===== src/rtl/fetch_unit.sv =====
// Instruction-fetch initiator: owns the PC, drives the instruction-memory read
// address and registers the returned word for decode.
//
// state | meaning
// ------+-------------------------------------------------------------
// RUN   | fetching; stall holds, redirect reloads the PC with a one-bubble flush
// FAULT | an illegal PC was fetched; everything frozen until clear
module fetch_unit #(
  parameter logic [31:0] RESET_PC   = 32'h0040_0000,
  parameter logic [31:0] TEXT_BASE  = 32'h0040_0000,
  parameter int unsigned TEXT_WORDS = 256
) (
  input  logic        clock,
  input  logic        clear,
  input  logic        stall,
  input  logic        redirect,
  input  logic [31:0] redirect_target,
  output logic [31:0] mem_address,
  input  logic [31:0] mem_instr,
  output logic [31:0] instr_out,
  output logic [31:0] pc_out,
  output logic [31:0] pc_plus4_out,
  output logic        valid_out,
  output logic        fault,
  output logic [31:0] fault_pc,
  output logic [31:0] fetch_count
);

  // One extra bit so a segment ending exactly at 2^32 still compares correctly.
  localparam logic [32:0] TEXT_END = {1'b0, TEXT_BASE} + (33'(TEXT_WORDS) * 33'd4);

  typedef enum logic {
    RUN,
    FAULT
  } state_t;

  state_t      state;
  logic [31:0] pc;
  logic        pc_legal;

  assign pc_legal    = (pc[1:0] == 2'b00) && (pc >= TEXT_BASE) && ({1'b0, pc} < TEXT_END);
  assign mem_address = pc;

  always_ff @(posedge clock) begin
    if (clear) begin
      state        <= RUN;
      pc           <= RESET_PC;
      instr_out    <= 32'd0;
      pc_out       <= 32'd0;
      pc_plus4_out <= 32'd0;
      valid_out    <= 1'b0;
      fault        <= 1'b0;
      fault_pc     <= 32'd0;
      fetch_count  <= 32'd0;
    end else begin
      case (state)
        RUN: begin
          if (redirect) begin
            // The target is checked on the next cycle through pc_legal.
            pc        <= redirect_target;
            valid_out <= 1'b0;
          end else if (!pc_legal) begin
            state     <= FAULT;
            fault     <= 1'b1;
            fault_pc  <= pc;
            valid_out <= 1'b0;
          end else if (!stall) begin
            instr_out    <= mem_instr;
            pc_out       <= pc;
            pc_plus4_out <= pc + 32'd4;
            valid_out    <= 1'b1;
            pc           <= pc + 32'd4;
            fetch_count  <= fetch_count + 32'd1;
          end
        end
        FAULT: begin
          valid_out <= 1'b0;
        end
        default: begin
          state <= FAULT;
          fault <= 1'b1;
        end
      endcase
    end
  end

endmodule


===== config.mk =====
export PLATFORM = sky130hd
export DESIGN_NAME = fetch_unit
export DESIGN_NICKNAME = d
export VERILOG_FILES = /design/src/rtl/fetch_unit.sv
export SDC_FILE = /design/constraint.sdc
export NUM_CORES = 1
export LEC_CHECK = 0
export CAP_MARGIN = 20
export CORE_ASPECT_RATIO = 1.5
export CORE_MARGIN = 8
export CORE_UTILIZATION = 40
export CTS_CLUSTER_DIAMETER = 200
export DETAILED_ROUTE_END_ITERATION = 12
export GPL_TIMING_DRIVEN = 0
export PLACE_DENSITY = 0.72
export SLEW_MARGIN = 10
export SYNTH_ARGS = -nofsm -noshare
export SYNTH_HDL_FRONTEND = slang
export SYNTH_SLANG_ARGS = --single-unit

===== constraint.sdc =====
create_clock -name clock -period 2.9 [get_ports clock]
set_clock_uncertainty 0.15 [all_clocks]
set_input_delay 0.58 -clock clock [delete_from_list [all_inputs] [get_ports clock]]
set_output_delay 0.58 -clock clock [all_outputs]
set_load 0.05 [all_outputs]

Word-level counts from Yosys, hierarchy flattened
Index checks and enable logic that the tools add are counted.
{ "totals": {"reg_bits": 195, "inputBits": 68, "output_inout_bits": 194, "word_cells": 36} }
{ "op_classes": {"addsub": 2, "magnitude_cmp": 2, "n_eq_ne": 2, "mux": 10, "bitwise_logic": 4, "n_reduce_logical": 7} }
{ "ops": {"columns": ["cell", "count"], "rows": [
  ["$mux W32", 3],
  ["$add A32 B1 Y32 const B", 1],
  ["$add A32 B3 Y32 const B", 1],
  ["$ge A32 B23 Y1 const B", 1],
  ["$lt A32 B23 Y1 const B", 1],
  ["$mux W1", 6],
  ["$reduce_and A3 Y1", 2],
  ["$ne A4 B4 Y1 const B", 1],
  ["$not A1 Y1", 4],
  ["$reduce_and A4 Y1", 1],
  ["$logic_and A1 B1 Y1", 2],
  ["$logic_not A2 Y1", 1],
  ["$ne A2 B1 Y1 const B", 1],
  ["$pmux W1 S2", 1],
  ["$reduce_bool A2 Y1", 1]
]} }

Depth between registers and ports, before layout
{ "logic_depth": {"ltp_word": 6, "ltp_mapped": 9, "ltp_nobuf": 6} }

Worst setup path before layout
Ideal clock, no wire load.
{ "synth_timing": {"kind": "reg-to-reg", "start": "register fetch_count[3]", "end": "register fetch_count[25]", "setup_time_ps": 70, "arrival_ps": 2181, "required_time_ps": 2680, "setup_slack_ps": 499, "path_stages_with_launch": 7, "n_path_buf": 1, "period_less_slack_ps": 2401, "cell_sequence": "dfxtp_1 -> nand4_1 -> nor3_1 -> nand2_1 -> clkbuf_1 -> or4_1 -> a21oi_1"} }
{ "synth_via": {"elab_chain_cells": 1} }
{ "synth_lines": {"columns": ["item", "line_no", "text"], "rows": [
  ["start: declaration", "26", "output logic [31:0] fetch_count"],
  ["start signal: assignment", "73", "fetch_count <= fetch_count + 32'd1;"],
  ["$add A32 B1 Y32", "73", null]
]} }
No other way between the ends.
A chain may end at the register's enable or synchronous reset.

Final worst setup path
{ "layout_timing": {"start": "register pc[24], in the netlist mem_address[24]", "end": "register instr_out[20]"} }
{ "layout_via": {"elab_chain_cells": 4, "word_cells_on_any_way": 5, "cone_classes": "2 x order compare; 3 x reduce/logical"} }
{ "layout_lines": {"columns": ["item", "line_no", "text"], "rows": [
  ["start: declaration", "38", "logic [31:0] pc;"],
  ["start signal: assignment", "60", "pc <= redirect_target;"],
  ["start signal: assignment", "72", "pc <= pc + 32'd4;"],
  ["$ge A32 B23 Y1", "41", "assign pc_legal = (pc[1:0] == 2'b00) && (pc >= TEXT_BASE) && ({1'b0, pc} < TEXT_END);"],
  ["$logic_and A1 B1 Y1", "41", null],
  ["$logic_and A1 B1 Y1 (*)", "41", null],
  ["$reduce_and A4 Y1 (no source line) (*)", null, null],
  ["end signal: assignment", "68", "instr_out <= mem_instr;"],
  ["end: declaration", "20", "output logic [31:0] instr_out,"]
]} }
Mark *: on every way between the ends. The rest lies on a longest branch, timed or not.

==> flow_metrics.tcl <==
set metrics [dict create \
    hold_class "reg -> reg" \
    p_per_area_mw_per_mm2 551 \
    finalSetupTns_ns 0 \
    grtUsageTotal_pct 21.3 \
    grt_pass1_vias 7394 \
    grt_pass1_wl_um 39600 \
    synth_compound_area_share_pct 14.7 \
    post-synth-top-count-cell "nand2_1" \
    die-height_um 183 \
    synth_fa_ha_area_share_pct 0.504 \
    period_needed_ns 2.65 \
    wl_per_cell_um 17.6 \
    holdBufCountCts 0 \
    htreeDepth 4 \
    clock_sinks 193 \
    min_from "instr_out[18]" \
    fin_crit_sh_pct 91.4 \
    cts_setup_buffers 0 \
    tightest_slew_ns 0.774 \
    cts_inserted_buffers 17 \
    slowest_stage "nor4_1" \
    drive_gt1_share_pct 4.77 \
    rr_worst_depth 8 \
    port-buffer-count 259 \
    synth_top_area_cell "dfxtp_1" \
    yosys_warnings 0 \
    ff2ff_setup_slack_ns 0.25 \
    cts_tree "yes" \
    drtIter0Drc 352 \
    arrival_ns 2.79 \
    routabilityCongestion 0.847 \
    hold_end "instr_out[18]" \
    max_stage_delay_ns 0.47 \
    synth-simple-area-share_pct 26.3 \
    slew_viol_final 0 \
    final_hold_viol_count 0 \
    synthArstFlopShare_pct 0 \
    path_clk_slew_ns 0.07 \
    path_cells "nor4_1, and4_1, buf_4, nand4_2, clkbuf_1, clkbuf_1, nand2_1, a21oi_1" \
    synth_nets 955 \
    synth_top_area_share_pct 51.9 \
    grt_max_degree 19 \
    clock-root-buffer "clkbuf_16" \
    crit_path_max_fanout 10 \
    status "complete, no violations" \
    synthMuxAreaShare_pct 0.134 \
    ys.flop_type "dfxtp_1" \
    area_growth_pct 47.2 \
    via_count 7377 \
    die_x_um 127 \
    end_kind "register" \
    synth_area_mm2 0.00745 \
    synth_top_family_by_area "simple AND/OR/NAND/NOR gates" \
    start_kind "register" \
    syn_inst 884 \
    relSlewSlack_pct 48.4 \
    syn_avg_cell_area_um2 8.43 \
    rsz0062_at_grt "no" \
    reg2reg_from "mem_address[24]" \
    place_hpwl_um 19100 \
    drc 0 \
    setup_viol 0 \
    min_path_cells 2 \
    wl_um 25200 \
    pin_count 262 \
    synth_edf_count 0 \
    ys_top_cells_by_count "nand2_1, dfxtp_1, a21oi_1, clkbuf_1, and2_1" \
    cap_violations 0 \
    synth.distinct_cells 45 \
    overflow 0 \
    nets 1233 \
    critPathKind "reg -> reg" \
    p_leak_nw 3.66 \
    ys_ff_latch 193 \
    seq_area_frac_synth_pct 51.9 \
    synth_xor_xnor_area_share_pct 2.00 \
    dr.pass1.iters 5 \
    core_mm2 0.0184 \
    worstPathRequired_ns 3.03 \
    holdWs_ns 0.300 \
    antenna_left 0 \
    clock.fmax_mhz 377 \
    initial_core_util_pct 40.5 \
    clockBufferDepth 2 \
    clock_latency_ns 0.43 \
    antenna_found_initial 1 \
    r2r-end "instr_out[20]" \
    ctsResizeCount 0 \
    fp.dieArea_mm2 0.0233 \
    worst_path_most_repeated_cell "clkbuf_1" \
    max-vdd-ir-drop_uv 283 \
    synth_area_leaders "dfxtp_1, nand2_1, a21oi_1" \
    routed_via_density 5.17 \
    rows 61 \
]
-- per-layer routing --
metal / up-vias / GRT usage, % / wire [µm]
li1: 3600 / - / -
met1: 3478 / 22.3 / 9690
met2: 257 / 37.8 / 12600
met3: 42 / 6.57 / 2030
met4: 0 / 10.3 / 810
met5: - / 0 / 0
-- cells in the final DEF (no fill, tap or decap), types with 4 or more instances in the layout --
| master | Yosys | final |
|---|---|---|
| a211oi_1 | 10 | 10 |
| a21oi_1 | 122 | 122 |
| a22oi_1 | 6 | 6 |
| a31oi_1 | 5 | 5 |
| and2_1 | 45 | 45 |
| and3_1 | 7 | 7 |
| and4_1 | 5 | 5 |
| buf_2 | 8 | 8 |
| buf_4 | 5 | 5 |
| clkbuf_1 | 55 | 55 |
| clkbuf_16 | 0 | 17 |
| clkdlybuf4s50_1 | 0 | 259 |
| clkinv_4 | 0 | 4 |
| dfxtp_1 | 193 | 193 |
| inv_1 | 7 | 7 |
| inv_8 | 0 | 4 |
| nand2_1 | 204 | 204 |
| nand3_1 | 31 | 31 |
| nand4_1 | 14 | 14 |
| nor2_1 | 41 | 41 |
| nor3_1 | 9 | 9 |
| nor4_1 | 9 | 9 |
| o21ai_0 | 14 | 14 |
| o31ai_1 | 21 | 21 |
| o41ai_1 | 5 | 5 |
| or3_1 | 6 | 6 |
| or4_1 | 17 | 17 |
| xnor2_1 | 14 | 14 |
-- flip-flops by register name (all words and copies together), names as in the netlist, 30 cells and up --
register / cells
fault_pc: 32
mem_address: 32
instr_out: 32
pc_plus4_out: 30
pc_out: 32
fetch_count: 32
-- worst max-delay path by stage --
stage / from / to / slack (ns) / cells past startpoint
after detailed placement: redirect / mem_address[19] / 0.08 / 7
after CTS: mem_address[24] / instr_out[7] / 0.22 / 8
after floorplan: fetch_count[3] / fetch_count[25] / 0.50 / 6
final: mem_address[24] / instr_out[20] / 0.25 / 8
after global placement: redirect / mem_address[10] / 0.1 / 7
after global routing: mem_address[24] / instr_out[8] / 0.06 / 8
-- worst max-delay path: cells and delay by family, from the launching register on --
kind	cells	cell delay, ns
buf+inv	3	0.78
flops	1	0.34
compound gates	1	0.06
simple gates	4	1.17
-- stage by stage --
step	instances	setup WS, ns	utilization, %	power (mW)	cell area (µm²)
after floorplan	884	0.499	-	3.35	7450
after global placement	1395	0.0963	56.3	3.70	10400
after detailed placement	1395	0.0819	56.3	3.71	10400
after CTS	1426	0.221	59.6	6.10	11000
after global routing	1427	0.0635	59.6	6.27	11000
final	1428	0.248	59.6	6.04	11000
-- cell type report --
type	count	area (µm²)
diodes	2	5.00
well taps	252	315
clock inverters	14	179
clock buffers	17	425
plain buffers	70	307
flip-flops and latches	193	3860
inverters	7	26.3
multi-input cells	614	3250
fillers	1689	7430
repair buffers	259	2590
-- logic make-up (layout without fill, tap and decap cells) --
logic type	Yosys count	after routing
XOR/XNOR	17	17
AO/OA/AOI/OAI	190	190
adder cells (fa/ha/maj)	3	3
multiplexers	1	1
buffers and inverters	77	367
flip-flops	193	193
other	0	2
AND/OR/NAND/NOR	403	403
-- power breakdown --
group	leakage (nW)	internal, mW	switching, mW
clock network	0.286	1.30	1.09
logic	1.81	0.297	0.583
registers	1.56	2.71	0.0603
No activity file was read; power rests on OpenSTA's default activity.
